File: config.mk
export PLATFORM = sky130hd
export DESIGN_NAME = sb_deserializer_fifo
export DESIGN_NICKNAME = d
export VERILOG_FILES = /design/src/rtl/sb_deserializer_fifo.sv
export SDC_FILE = /design/constraint.sdc
export NUM_CORES = 1
export LEC_CHECK = 0
export BUFFER_PORTS_ARGS = -buffer_cell sky130_fd_sc_hd__buf_2
export CAP_MARGIN = 25
export CORE_UTILIZATION = 60
export DETAILED_ROUTE_END_ITERATION = 12
export PLACE_DENSITY_LB_ADDON = 0.12
export SLEW_MARGIN = 15
export SYNTH_ARGS = -nofsm -noshare
export SYNTH_HDL_FRONTEND = slang
export SYNTH_SLANG_ARGS = --single-unit
File: constraint.sdc
create_clock -name clk -period 6.6 [get_ports clk]
set_input_delay 0.33 -clock clk [delete_from_list [all_inputs] [get_ports clk]]
set_output_delay 0.33 -clock clk [all_outputs]
set_load 0.01 [all_outputs]
File: src/rtl/sb_deserializer_fifo.sv
// sb_deserializer_fifo
//   Sideband receive deserializer. Collects LANES bits per qualified clock,
//   assembles WIDTH-bit words LSB-first and queues completed words in a
//   DEPTH-entry FIFO read through a ready/valid interface.
//
// Ports
//   clk, rst_n           clock, asynchronous active-low reset
//   in_data[LANES]       received bits, lane 0 is the low bit of each beat
//   in_en                beat qualifier
//   in_sync              with in_en, current beat is beat 0 of a new word
//   out_data[WIDTH]      FIFO head word (undefined while out_valid=0)
//   out_valid            FIFO non-empty
//   out_ready            consumer accepts head
//   fifo_level[LVL_W]    stored word count, 0..DEPTH
//   overflow             sticky: completed word dropped on a full FIFO
//   sync_err             sticky: partial word abandoned by in_sync
//   err_clr              clears both sticky flags
module sb_deserializer_fifo #(
  parameter int WIDTH  = 64,
  parameter int LANES  = 1,
  parameter int DEPTH  = 4,
  localparam int BEATS  = WIDTH / LANES,
  localparam int BCNT_W = (BEATS > 1) ? $clog2(BEATS) : 1,
  localparam int LVL_W  = $clog2(DEPTH + 1)
) (
  input  logic             clk,
  input  logic             rst_n,
  input  logic [LANES-1:0] in_data,
  input  logic             in_en,
  input  logic             in_sync,
  output logic [WIDTH-1:0] out_data,
  output logic             out_valid,
  input  logic             out_ready,
  output logic [LVL_W-1:0] fifo_level,
  output logic             overflow,
  output logic             sync_err,
  input  logic             err_clr
);

  localparam int PTR_W = (DEPTH > 1) ? $clog2(DEPTH) : 1;

  logic [BCNT_W-1:0] bcnt;
  logic [BCNT_W-1:0] idx;
  logic [WIDTH-1:0]  asm_reg;
  logic [WIDTH-1:0]  asm_next;
  logic [WIDTH-1:0]  mem [DEPTH];
  logic [PTR_W-1:0]  rd_ptr;
  logic [PTR_W-1:0]  wr_ptr;
  logic              word_done;
  logic              pop;
  logic              push;
  logic              drop;
  logic              sync_ev;

  // in_sync forces the current beat to slot 0; stale upper bits of the
  // abandoned word are overwritten before the new word can complete.
  always_comb begin
    idx      = in_sync ? '0 : bcnt;
    asm_next = asm_reg;
    asm_next[int'(idx) * LANES +: LANES] = in_data;
    word_done = in_en && (idx == BCNT_W'(BEATS - 1));
    sync_ev   = in_en && in_sync && (bcnt != '0);
    pop       = out_valid && out_ready;
    push      = word_done && ((fifo_level != LVL_W'(DEPTH)) || pop);
    drop      = word_done && !push;
  end

  assign out_valid = (fifo_level != '0);
  assign out_data  = mem[rd_ptr];

  always_ff @(posedge clk or negedge rst_n) begin
    if (!rst_n) begin
      bcnt <= '0;
    end else if (in_en) begin
      bcnt <= word_done ? '0 : idx + 1'b1;
    end
  end

  // Datapath storage is deliberately left unreset.
  always_ff @(posedge clk) begin
    if (in_en) begin
      asm_reg <= asm_next;
    end
    if (push) begin
      mem[wr_ptr] <= asm_next;
    end
  end

  always_ff @(posedge clk or negedge rst_n) begin
    if (!rst_n) begin
      rd_ptr     <= '0;
      wr_ptr     <= '0;
      fifo_level <= '0;
    end else begin
      if (push) begin
        wr_ptr <= wr_ptr + 1'b1;
      end
      if (pop) begin
        rd_ptr <= rd_ptr + 1'b1;
      end
      case ({push, pop})
        2'b10:   fifo_level <= fifo_level + 1'b1;
        2'b01:   fifo_level <= fifo_level - 1'b1;
        default: fifo_level <= fifo_level;
      endcase
    end
  end

  // A fresh error event on the clearing edge keeps its flag set.
  always_ff @(posedge clk or negedge rst_n) begin
    if (!rst_n) begin
      overflow <= 1'b0;
      sync_err <= 1'b0;
    end else begin
      overflow <= (overflow && !err_clr) || drop;
      sync_err <= (sync_err && !err_clr) || sync_ev;
    end
  end

endmodule
==> results.txt <==
Outcome = finished, violations left
Violated checks = DRC
Area leader, netlist = edfxtp_1
Average cell area after synthesis = 18.9 sq um
Reg-to-reg endpoint = mem[0][2]$_DFFE_PP_
Antenna violations before repair = 0
Post-route cell area = 0.0153 sq mm
Residual DRC = 8
Leak = 5.05 nW
Core Footprint = 0.0220 sq mm
Total track usage = 24.8%
CTS Root Cell = clkbuf_16
Post-CTS setup buffer count = 0
Vias per cell = 6.36
Setup Viol. Count Final = 0
# hold bufs at CTS = 1
Worst-path fanout max = 41
Min-delay src = err_clr
CTS Buffer Depth = 3
Nets = 820
Worst Setup SP = bcnt[0]$_DFFE_PN0P_
Reg2reg setup slack = 2.35 ns
Part of the cycle the worst path needs = 64.5%
Highest clock rate = 235 MHz
Layout cells sized above 1 = 30.8%
Unrepaired setup endpoints after global routing = false
Die area = 0.0231 sq mm
DIE HEIGHT = 152 um
Placed wire-length estimate = 16,400 um
Netlist cell types = 52
Via count = 7,071
Flops & latches, synth = 335
Ranking of synthesized cells by area = edfxtp_1, mux4_2, mux2_2
Max FFs per register = 256
Critical path class = flip-flop to flip-flop
Routed Antenna Nets = 0
Setup Skew = 0.0166 ns
Vias in the first global route = 7,251
Clock-pin slew on the worst setup and hold paths = 0.06 ns
Worst hold path depth = 3
Initial Util = 61.6%
Final Max Tran Viols = 0
H-tree Lvls = 2
Final Power = 0.00557 W
Clock Sinks = 335
Power density over cell area = 363 mW/mm^2
CP Capture Type = flip-flop
Max transition margin = 22.6%
Max cap viols = 0
Synth warn = 0
Ports = 77
Post-cts resize count = 0
ANT cells = 0
Sequential area share after synthesis = 73.8%
Worst slew pin tran = 1.16 ns
Die Width = 152 um
Gp weighted congestion = 0.855
Site Rows = 54
First-pass GRT wire length = 42,700 um
Synth-to-layout area growth = 13.4%
Peak supply drop = 0.375 mV
Arr. time, crit path = 4.39 ns
Area post-placement = 0.0142 sq mm
Worst hold path type = input port to flip-flop
Synth Cell Area = 0.0135 sq mm
Post-route minimum period = 4.25 ns
Largest net degree at the start of global routing = 47
Async SR Flop Fraction = 4.48%
Critical Path RT = 6.74 ns
Total gr overflow = 0
Worst Reg-to-Reg Cells = 6
Routed WL = 27,300 um
Post-Syn Instances = 715
Num CTS Buffers = 34
Number of synthesized flops with an enable pin = 320
Pre-Repair DR Iteration Count = 9
Final hold slack = 0.148 ns
Iter 0 DRT Violations = 638
Prevailing post-synth register cell = edfxtp_1
Number of port buffers = 76
Top-area cell type share of the netlist area = 71.0%
TNS Setup = 0 ns
Syn nets = 730
Worst hold path endpoint = sync_err$_DFF_PN0_
CTS tree = done
R2r startpoint = bcnt[0]$_DFFE_PN0P_
Worst-skew pair later-pin latency = 0.51 ns
Final Hold Fails = 0
Setup crit start kind = flip-flop
Per-cell routed wire length = 24.6 um
==> where the power goes <==
part / internal [W] / switching, W / total, W
clock: 0.00110 / 0.000780 / 0.00188
combinational: 0.000575 / 0.000609 / 0.00118
sequential: 0.00238 / 0.000119 / 0.00250
total: 0.00406 / 0.00151 / 0.00557
==> cells in the mapped netlist (2+ instances only) <==
| cell | n |
|---|---|
| ha_1 | 7 |
| mux2_2 | 34 |
| o41ai_1 | 26 |
| o22ai_1 | 3 |
| buf_2 | 12 |
| and3_1 | 10 |
| o21a_1 | 2 |
| nand3_1 | 45 |
| dfrtp_1 | 15 |
| mux4_2 | 64 |
| o2111ai_1 | 4 |
| nor3b_1 | 2 |
| a21oi_1 | 7 |
| nor2_1 | 18 |
| and2_1 | 8 |
| o21ai_1 | 2 |
| inv_1 | 16 |
| nand2_1 | 13 |
| o32ai_1 | 2 |
| mux2i_1 | 2 |
| buf_4 | 2 |
| o21ai_0 | 29 |
| mux2_1 | 3 |
| nor3_1 | 9 |
| buf_6 | 2 |
| xnor2_1 | 6 |
| buf_1 | 5 |
| clkbuf_1 | 17 |
| nand2b_1 | 3 |
| a22oi_1 | 3 |
| edfxtp_1 | 320 |
| nor2b_1 | 4 |
==> layout by cell type, fill, tap and decap left out, types with 5 or more instances in the layout <==
| master | Yosys | routed |
|---|---|---|
| mux2_2 | 34 | 34 |
| and3_1 | 10 | 10 |
| clkinvlp_4 | 0 | 5 |
| edfxtp_1 | 320 | 320 |
| buf_4 | 2 | 11 |
| nor2_1 | 18 | 18 |
| clkinv_1 | 0 | 5 |
| mux4_2 | 64 | 64 |
| a21oi_1 | 7 | 7 |
| o41ai_1 | 26 | 26 |
| clkinv_2 | 0 | 8 |
| ha_1 | 7 | 7 |
| inv_1 | 16 | 16 |
| buf_2 | 12 | 76 |
| dfrtp_1 | 15 | 13 |
| nand3_1 | 45 | 45 |
| nor3_1 | 9 | 9 |
| nand2_1 | 13 | 13 |
| xnor2_1 | 6 | 6 |
| o21ai_0 | 29 | 29 |
| clkbuf_16 | 0 | 37 |
==> layout make-up <==
type / instances / area [sq um]
Timing Repair Buffer: 92 / 526
Sequential cell: 335 / 9990
Tap cell: 280 / 350
Multi-Input combinational cell: 326 / 3310
Clock inverter: 21 / 165
Fill cell: 1349 / 6620
Clock buffer: 41 / 941
Inverter: 16 / 60.1
==> critical path: stages (launching register included) <==
cell	delay, ns
dfrtp_1	0.50
nor2b_1	0.65
ha_1	0.33
nand3_1	0.17
nor3_1	0.77
and2_2	0.74
buf_4	0.68
==> logic make-up after synthesis <==
group	Yosys count	share of synthesized area, %
AOI/OAI and AO/OA	84	4.30
and+or+nand+nor	124	4.97
adders and majority gates	8	0.796
xor gates and xnor gates	7	0.453
DFF	335	73.8
buffers and inverters	54	1.78
muxes	103	13.9
==> per-layer routing <==
layer / vias up / share of wire [%] / GRT usage (%)
li1: 3127 / - / -
met1: 3637 / 42 / 34.6
met2: 257 / 50 / 41.1
met3: 50 / 5.9 / 3.47
met4: 0 / 2.5 / 7.77
met5: - / 0 / 0
==> stage by stage <==
| step | util [%] | setup slack, ns | cells |
|---|---|---|---|
| 4_1_cts | 69.7 | 2.35 | 1108 |
| 2_1_floorplan | - | 2.77 | 715 |
| 6_report | 69.9 | 2.35 | 1111 |
| 3_5_place_dp | 64.6 | 2.37 | 1045 |
| 3_3_place_gp | 64.5 | 2.40 | 1043 |
| 5_1_grt | 69.9 | 1.97 | 1111 |
==> worst max-delay path by stage <==
stage,cells after the start,to
2_1_floorplan,7,mem[0][0]$_DFFE_PP_
3_3_place_gp,7,mem[1][37]$_DFFE_PP_
3_5_place_dp,6,mem[3][6]$_DFFE_PP_
4_1_cts,6,mem[3][21]$_DFFE_PP_
5_1_grt,6,mem[3][42]$_DFFE_PP_
6_report,6,mem[0][2]$_DFFE_PP_
Power figures use the tool's default switching activity.
